$ cat src/rtl/note_sequencer_if.sv
// Entry-load handshake carrying (nota, duracao) pairs into note_sequencer.
// The source drives master; the sequencer consumes slave.
interface note_sequencer_if;
  logic       in_valid;
  logic       in_ready;
  logic [3:0] nota;
  logic [7:0] duracao;

  modport master (output in_valid, output nota, output duracao, input in_ready);
  modport slave  (input in_valid, input nota, input duracao, output in_ready);
endinterface

$ cat src/rtl/note_sequencer.sv
// Melody sequencer: queues (note, duration) entries, then plays them with an inter-note gap.
// Optional macro NOTE_SEQUENCER_LOOP_EN re-queues every played entry so the melody repeats until parar.
module note_sequencer #(
  parameter int CLOCK_FREQ  = 50000000,
  parameter int UNIT_CYCLES = 500000,
  parameter int GAP_CYCLES  = 1000000,
  parameter int DEPTH       = 8
) (
  input  logic             clock,
  input  logic             reset,
  note_sequencer_if.slave  bus,
  input  logic             iniciar,
  input  logic             parar,
  output logic [11:0]      seletor,
  output logic             toca,
  output logic             tocando,
  output logic             fim_nota,
  output logic             vazio,
  output logic             cheio
);

  localparam int AW    = $clog2(DEPTH);
  localparam int DUR_W = 8 + $clog2(UNIT_CYCLES + 1);
  localparam int GAP_W = (GAP_CYCLES > 0) ? $clog2(GAP_CYCLES + 1) : 1;
  localparam int CNT_W = (GAP_W > DUR_W) ? GAP_W : DUR_W;

`ifdef NOTE_SEQUENCER_LOOP_EN
  localparam logic LOOP_EN = 1'b1;
`else
  localparam logic LOOP_EN = 1'b0;
`endif

  if (UNIT_CYCLES < 1 || GAP_CYCLES < 0 || DEPTH < 2 || (DEPTH & (DEPTH - 1)) != 0
      || CLOCK_FREQ < 1) begin : g_param_check
    $error("note_sequencer: invalid parameter set");
  end

  typedef enum logic [1:0] {OCIOSO, CARREGA, SOM, PAUSA} state_t;

  typedef struct packed {
    logic [3:0] nota;
    logic [7:0] dur;
  } entry_t;

  // NOTE: the entry storage has no reset; only pointers and count define which slots are valid.
  entry_t r_mem [DEPTH];

  logic [AW-1:0]    r_wr_ptr, r_rd_ptr;
  logic [AW:0]      r_count, w_count_nxt;
  state_t           r_state, w_state_nxt, w_exit_state;
  logic [CNT_W-1:0] r_cnt, w_cnt_nxt;
  logic [3:0]       r_nota, w_nota_nxt;
  logic [11:0]      r_seletor, w_seletor_nxt;
  logic             r_toca, r_tocando, r_fim_nota, r_vazio, r_cheio, r_in_ready;
  logic             w_toca_nxt, w_tocando_nxt;
  entry_t           w_head, w_wr_data;
  logic             w_push, w_pop, w_rewrite, w_wr_en;

  assign w_head    = r_mem[r_rd_ptr];
  assign w_push    = bus.in_valid && r_in_ready;
  assign w_pop     = (r_state == CARREGA);
  assign w_rewrite = LOOP_EN && w_pop;
  assign w_wr_en   = w_push || w_rewrite;

  always_comb begin
    // NOTE: every combinational output is given a default first so no path infers a latch.
    w_wr_data.nota = bus.nota;
    w_wr_data.dur  = bus.duracao;
    if (w_rewrite) w_wr_data = w_head;
  end

  always_comb begin
    w_count_nxt = r_count;
    case ({w_wr_en, w_pop})
      2'b10:   w_count_nxt = r_count + 1'b1;
      2'b01:   w_count_nxt = r_count - 1'b1;
      default: w_count_nxt = r_count;
    endcase
  end

  // Exit rule looks at the queue as it will be after this cycle's pop and push.
  assign w_exit_state = (w_count_nxt != '0) ? CARREGA : OCIOSO;

  always_comb begin
    w_state_nxt = r_state;
    w_cnt_nxt   = r_cnt;
    case (r_state)
      OCIOSO: begin
        if (iniciar && !r_vazio) w_state_nxt = CARREGA;
      end
      CARREGA: begin
        if (w_head.dur == 8'd0) begin
          w_state_nxt = w_exit_state;
          w_cnt_nxt   = '0;
        end else begin
          w_state_nxt = SOM;
          w_cnt_nxt   = CNT_W'(w_head.dur) * CNT_W'(UNIT_CYCLES) - CNT_W'(1);
        end
      end
      SOM: begin
        if (r_cnt != '0) begin
          w_cnt_nxt = r_cnt - 1'b1;
        end else if (GAP_CYCLES > 0) begin
          w_state_nxt = PAUSA;
          w_cnt_nxt   = CNT_W'(GAP_CYCLES - 1);
        end else begin
          w_state_nxt = w_exit_state;
        end
      end
      PAUSA: begin
        if (r_cnt != '0) w_cnt_nxt = r_cnt - 1'b1;
        else             w_state_nxt = w_exit_state;
      end
      default: w_state_nxt = OCIOSO;
    endcase
    if (parar) begin
      w_state_nxt = OCIOSO;
      w_cnt_nxt   = '0;
    end
  end

  // Outputs are registered from next-state values so they line up with the state they describe.
  always_comb begin
    w_nota_nxt    = (r_state == CARREGA) ? w_head.nota : r_nota;
    w_toca_nxt    = (w_state_nxt == SOM) && (w_nota_nxt < 4'd12);
    w_seletor_nxt = w_toca_nxt ? (12'b1 << w_nota_nxt) : 12'h000;
    w_tocando_nxt = (w_state_nxt != OCIOSO);
  end

  always_ff @(posedge clock) begin
    if (w_wr_en) r_mem[r_wr_ptr] <= w_wr_data;
  end

  always_ff @(posedge clock) begin
    // NOTE: sequential state uses non-blocking assignments so every register sees pre-edge values.
    if (reset) begin
      r_state    <= OCIOSO;
      r_wr_ptr   <= '0;
      r_rd_ptr   <= '0;
      r_count    <= '0;
      r_cnt      <= '0;
      r_nota     <= '0;
      r_seletor  <= '0;
      r_toca     <= 1'b0;
      r_tocando  <= 1'b0;
      r_fim_nota <= 1'b0;
      r_vazio    <= 1'b1;
      r_cheio    <= 1'b0;
      r_in_ready <= 1'b1;
    end else begin
      r_state    <= w_state_nxt;
      r_count    <= w_count_nxt;
      r_cnt      <= w_cnt_nxt;
      r_nota     <= w_nota_nxt;
      r_seletor  <= w_seletor_nxt;
      r_toca     <= w_toca_nxt;
      r_tocando  <= w_tocando_nxt;
      r_fim_nota <= (w_state_nxt == SOM) && (w_cnt_nxt == '0);
      r_vazio    <= (w_count_nxt == '0);
      r_cheio    <= (w_count_nxt == (AW + 1)'(DEPTH));
      r_in_ready <= (w_count_nxt != (AW + 1)'(DEPTH)) && !(LOOP_EN && w_tocando_nxt);
      if (w_wr_en) r_wr_ptr <= r_wr_ptr + 1'b1;
      if (w_pop)   r_rd_ptr <= r_rd_ptr + 1'b1;
    end
  end

  assign bus.in_ready = r_in_ready;
  assign seletor      = r_seletor;
  assign toca         = r_toca;
  assign tocando      = r_tocando;
  assign fim_nota     = r_fim_nota;
  assign vazio        = r_vazio;
  assign cheio        = r_cheio;

endmodule

$ cat src/flat_wrapper.sv
// flat-port wrapper written by rule: the top's interface ports become plain ports
module note_sequencer_flat 
#(
  parameter int CLOCK_FREQ  = 50000000,
  parameter int UNIT_CYCLES = 500000,
  parameter int GAP_CYCLES  = 1000000,
  parameter int DEPTH       = 8
)
  (clock, reset, iniciar, parar, seletor, toca, tocando, fim_nota, vazio, cheio, bus_in_valid, bus_nota, bus_duracao, bus_in_ready);
  note_sequencer_if bus_i ();
  input  logic clock;
  input  logic reset;
  input  logic iniciar;
  input  logic parar;
  output logic [11:0] seletor;
  output logic toca;
  output logic tocando;
  output logic fim_nota;
  output logic vazio;
  output logic cheio;
  input wire logic [$bits(bus_i.in_valid)-1:0] bus_in_valid;
  input wire logic [$bits(bus_i.nota)-1:0] bus_nota;
  input wire logic [$bits(bus_i.duracao)-1:0] bus_duracao;
  output wire logic [$bits(bus_i.in_ready)-1:0] bus_in_ready;
  assign bus_i.in_valid = bus_in_valid;
  assign bus_i.nota = bus_nota;
  assign bus_i.duracao = bus_duracao;
  assign bus_in_ready = bus_i.in_ready;
  note_sequencer #(.CLOCK_FREQ(CLOCK_FREQ), .UNIT_CYCLES(UNIT_CYCLES), .GAP_CYCLES(GAP_CYCLES), .DEPTH(DEPTH)) u_core (.clock(clock), .reset(reset), .bus(bus_i), .iniciar(iniciar), .parar(parar), .seletor(seletor), .toca(toca), .tocando(tocando), .fim_nota(fim_nota), .vazio(vazio), .cheio(cheio));
endmodule
$ cat config.mk
export PLATFORM = sky130hd
export DESIGN_NAME = note_sequencer_flat
export DESIGN_NICKNAME = d
export VERILOG_FILES = /design/src/rtl/note_sequencer_if.sv /design/src/rtl/note_sequencer.sv /design/src/flat_wrapper.sv
export SDC_FILE = /design/constraint.sdc
export NUM_CORES = 1
export LEC_CHECK = 0
export CAP_MARGIN = 20
export CORE_MARGIN = 4
export CORE_UTILIZATION = 35
export CTS_BUF_LIST = sky130_fd_sc_hd__clkbuf_16
export DETAILED_ROUTE_END_ITERATION = 10
export SLEW_MARGIN = 40
export SYNTH_ARGS = -nofsm -noshare
export SYNTH_HDL_FRONTEND = slang
export SYNTH_SLANG_ARGS = --single-unit
$ cat constraint.sdc
create_clock -name clock -period 13.7 [get_ports clock]
set_clock_uncertainty 0.15 [all_clocks]
set_input_delay 4.11 -clock clock [delete_from_list [all_inputs] [get_ports clock]]
set_output_delay 4.11 -clock clock [all_outputs]
set_load 0.005 [all_outputs]
==> metrics.md <==
| Metric | Value |
|---|---|
| Post-synthesis net count | 933 |
| Fin nets | 968 |
| Combinational share of power | 40.8% |
| Area Growth Syn to Fin | 15.3% |
| Clock sink total | 160 |
| Number of max-cap violations | 0 |
| CP Class | in2reg |
| Power per cell area | 163 nW/um2 |
| Dominant synthesized flop cell | edfxtp_1 |
| # port buffers | 34 |
| Crit path required time | 13.89 ns |
| Initial antenna violation count | 0 |
| Cell internal pwr | 0.00110 W |
| RSZ-0062 raised after global routing | false |
| Diodes inserted | 0 |
| All-layer global routing usage | 14.6% |
| Die X | 170 um |
| Sw Share | 36.5% |
| Flop pwr share | 30.5% |
| Vias in the first global route | 6329 |
| Hold Crit Class | reg2reg |
| Num CTS Buffers | 17 |
| Layout cells sized above 1 | 11.8% |
| Worst VDD drop | 0.000114 V |
| Total number of vias | 6469 |
| Setup_tns | 0 ns |
| Top Ports | 35 |
| Setup violators final | 0 |
| CTS tree | yes |
| Min Tclk post-route | 7.18 ns |
| Core Rows | 59 |
| Clock Latency Late Sink | 0.43 ns |
| Max Root-Sink Buffers | 2 |
| Async set-reset flop share out of synthesis | 0% |
| Final wirelength | 20800 um |
| Buffer count from post-CTS setup fixing | 0 |
| Mean area per synthesized cell | 11.1 um2 |
| Hold WS | 0.352 ns |
| Synth warnings | 0 |
| Die Span Y | 170 um |
| Avg WL per Cell | 17.2 um |
| Final max-slew violation count | 0 |
| Status | finished, final reports clean |
| Grt ovf | 0 |
| Drt initial violations | 503 |
| Static Leak | 3.96 nW |
| Mapped Cells | 833 |
| # hold bufs at CTS | 0 |
| Initial Utilization | 35.5% |
| Core box area | 26000 um2 |
| First-pass GRT wire length | 33800 um |
| 1st-pass router iterations | 5 |
| Routability cong. | 0.854 |
| Via density per instance | 5.32 |
| Post-synth EDFFs | 96 |
| Antenna viol nets, final | 0 |
| Seq/Total Area, Yosys | 45.1% |
| DRC viols | 0 |
| Worst setup SP type | input pin |
| DIE AREA | 29000 um2 |
| Detailed Place HPWL | 14800 um |
| Htree depth | 4 |
| Fmax | 139 MHz |
| Clock slew at the register clock pins of the worst setup and hold paths | 0.07 ns |
| Rel. slew slack | 47.6% |
| Final Hold Fails | 0 |
| Period utilization | 52.4% |
| CP arrival | 7.37 ns |
| CP max FO | 5 |
| Psw | 0.000634 W |
| Power share of the clock group | 28.7% |
| Largest net degree at the start of global routing | 37 |
| Post-CTS sizing | 0 |
| CTS Root Cell | clkbuf_16 |
| Yosys reg bits | 160 |
| Synthesized cell area | 9220 um2 |
| Unique masters post-synth | 80 |
| Worst setup EP type | flip-flop |
| Utilization after layout | 40.9% |
| Worst-Margin Slew | 0.775 ns |
[critical path, stage by stage]
cell and delay [ns]:
clkdlybuf4s50_1 0.46, nand2_1 0.15, ha_1 0.25, inv_1 0.07, fa_1 0.47, nor2b_1 0.17
a31oi_1 0.14, nor4bb_1 0.39, o211ai_1 0.19, a31o_1 0.31, nor2b_1 0.12, and4b_1 0.18
o221ai_1 0.12, nor4b_2 0.23
[synth_stat cells, drive strengths merged (5+ instances only)]
cell type / count / area, um2
nor4b: 5 / 56.3
and3: 5 / 31.3
xnor2: 17 / 149
ha: 65 / 813
nor4: 15 / 106
nor3: 23 / 125
a21oi: 41 / 205
edfxtp: 96 / 2880
o21ai: 28 / 140
inv: 56 / 210
nand4b: 5 / 43.8
a2bb2oi: 5 / 43.8
fa: 18 / 360
xor2: 20 / 175
buf: 11 / 57.6
or3: 10 / 62.6
a31oi: 5 / 31.3
nand3: 17 / 85.1
nor2: 84 / 315
o211ai: 6 / 45.0
mux4: 24 / 541
clkbuf: 24 / 90.1
or4: 8 / 63.8
nand4: 5 / 31.3
o31ai: 5 / 51.3
nor3b: 5 / 37.5
nand2b: 8 / 50.1
nand2: 44 / 165
a22oi: 7 / 52.6
dfxtp: 64 / 1280
a211oi: 13 / 97.6
mux2i: 14 / 144
and2: 6 / 37.5
[cells in the final DEF (no fill, tap or decap), types with 5 or more instances in the layout]
cell and n:
nand2b_1 8, nor4_1 13, mux2i_1 13, xor2_1 20
and2_1 6, inv_1 56, nand4_1 5, a211oi_1 13
xnor2_1 17, or3_1 10, nor3_1 18, a2bb2oi_1 5
dfxtp_1 63, a21oi_1 41, and3_1 5, ha_1 65
o21ai_0 27, or4_1 7, buf_4 17, o211ai_1 6
clkbuf_16 17, nand4b_1 5, a22oi_1 7, nand2_1 44
clkdlybuf4s50_1 33, nor2_1 84, mux4_2 24, nor3_2 5
nand3_1 17, edfxtp_1 96, fa_1 18
[registers in the layout, summed over array words and instances, names as in the netlist, 2 cells and up, named ones only]
register and cells:
u_core.r_count 4, u_core.r_wr_ptr 3, u_core.r_state 2, u_core.r_cnt 27, u_core.r_nota 4, u_core.r_rd_ptr 3, u_core.r_mem 96, u_core.seletor 12
[path summary, 6_finish.rpt]
kind | start | to | slack, ns | depth (start not counted)
min | u_core.r_wr_ptr[0] | u_core.r_wr_ptr[0] | 0.35 | 2
max reg2reg | flip-flop | u_core.r_cnt[26] | 6.80 | 20
max | bus_in_valid | u_core.fim_nota | 6.52 | 14
min reg2reg | u_core.r_wr_ptr[0] | u_core.r_wr_ptr[0] | 0.35 | 2
[layout make-up]
| class | count | area (um2) |
|---|---|---|
| fill | 2491 | 15300 |
| multi-input combinational | 581 | 4750 |
| sequential | 160 | 4170 |
| timing repair buffer | 51 | 463 |
| clock buffer | 17 | 425 |
| tap | 335 | 419 |
| inverter | 57 | 214 |
| clock inverter | 14 | 203 |
[per-layer routing]
metal	vias up	wire length (um)	global-route usage [%]
met5	-	0	0
met4	0	268	3.82
met3	23	930	2.58
met2	155	9730	23.7
met1	3119	9920	20.4
li1	3172	-	-
[kinds of logic after synthesis]
family | share of synthesized area, %
AO/OA/AOI/OAI | 12.0
adder cells (fa/ha/maj) | 12.7
multiplexers | 7.79
AND/OR/NAND/NOR | 14.7
flip-flops | 45.1
buffers and inverters | 3.92
XOR/XNOR | 3.76
[per-stage QoR]
stage | std cells | total power (W) | setup WS, ns | cell area (um2)
3_5_place_dp | 1184 | 0.00124 | 6.11 | 10000
4_1_cts | 1215 | 0.00174 | 6.56 | 10600
3_3_place_gp | 1184 | 0.00124 | 6.23 | 10000
2_1_floorplan | 833 | 0.00108 | 6.97 | 9220
6_report | 1215 | 0.00174 | 6.52 | 10600
5_1_grt | 1215 | 0.00186 | 6.26 | 10600
[power groups by stage]
stage | clock (W) | combinational [W] | sequential [W]
floorplan | 0 | 0.000544 | 0.000538
global placement | 0 | 0.000701 | 0.000541
detailed placement | 0 | 0.000699 | 0.000541
CTS | 0.000507 | 0.000707 | 0.000530
global route | 0.000529 | 0.000800 | 0.000532
finish | 0.000498 | 0.000708 | 0.000530
Note: power is estimated with default switching activity, not from simulation.
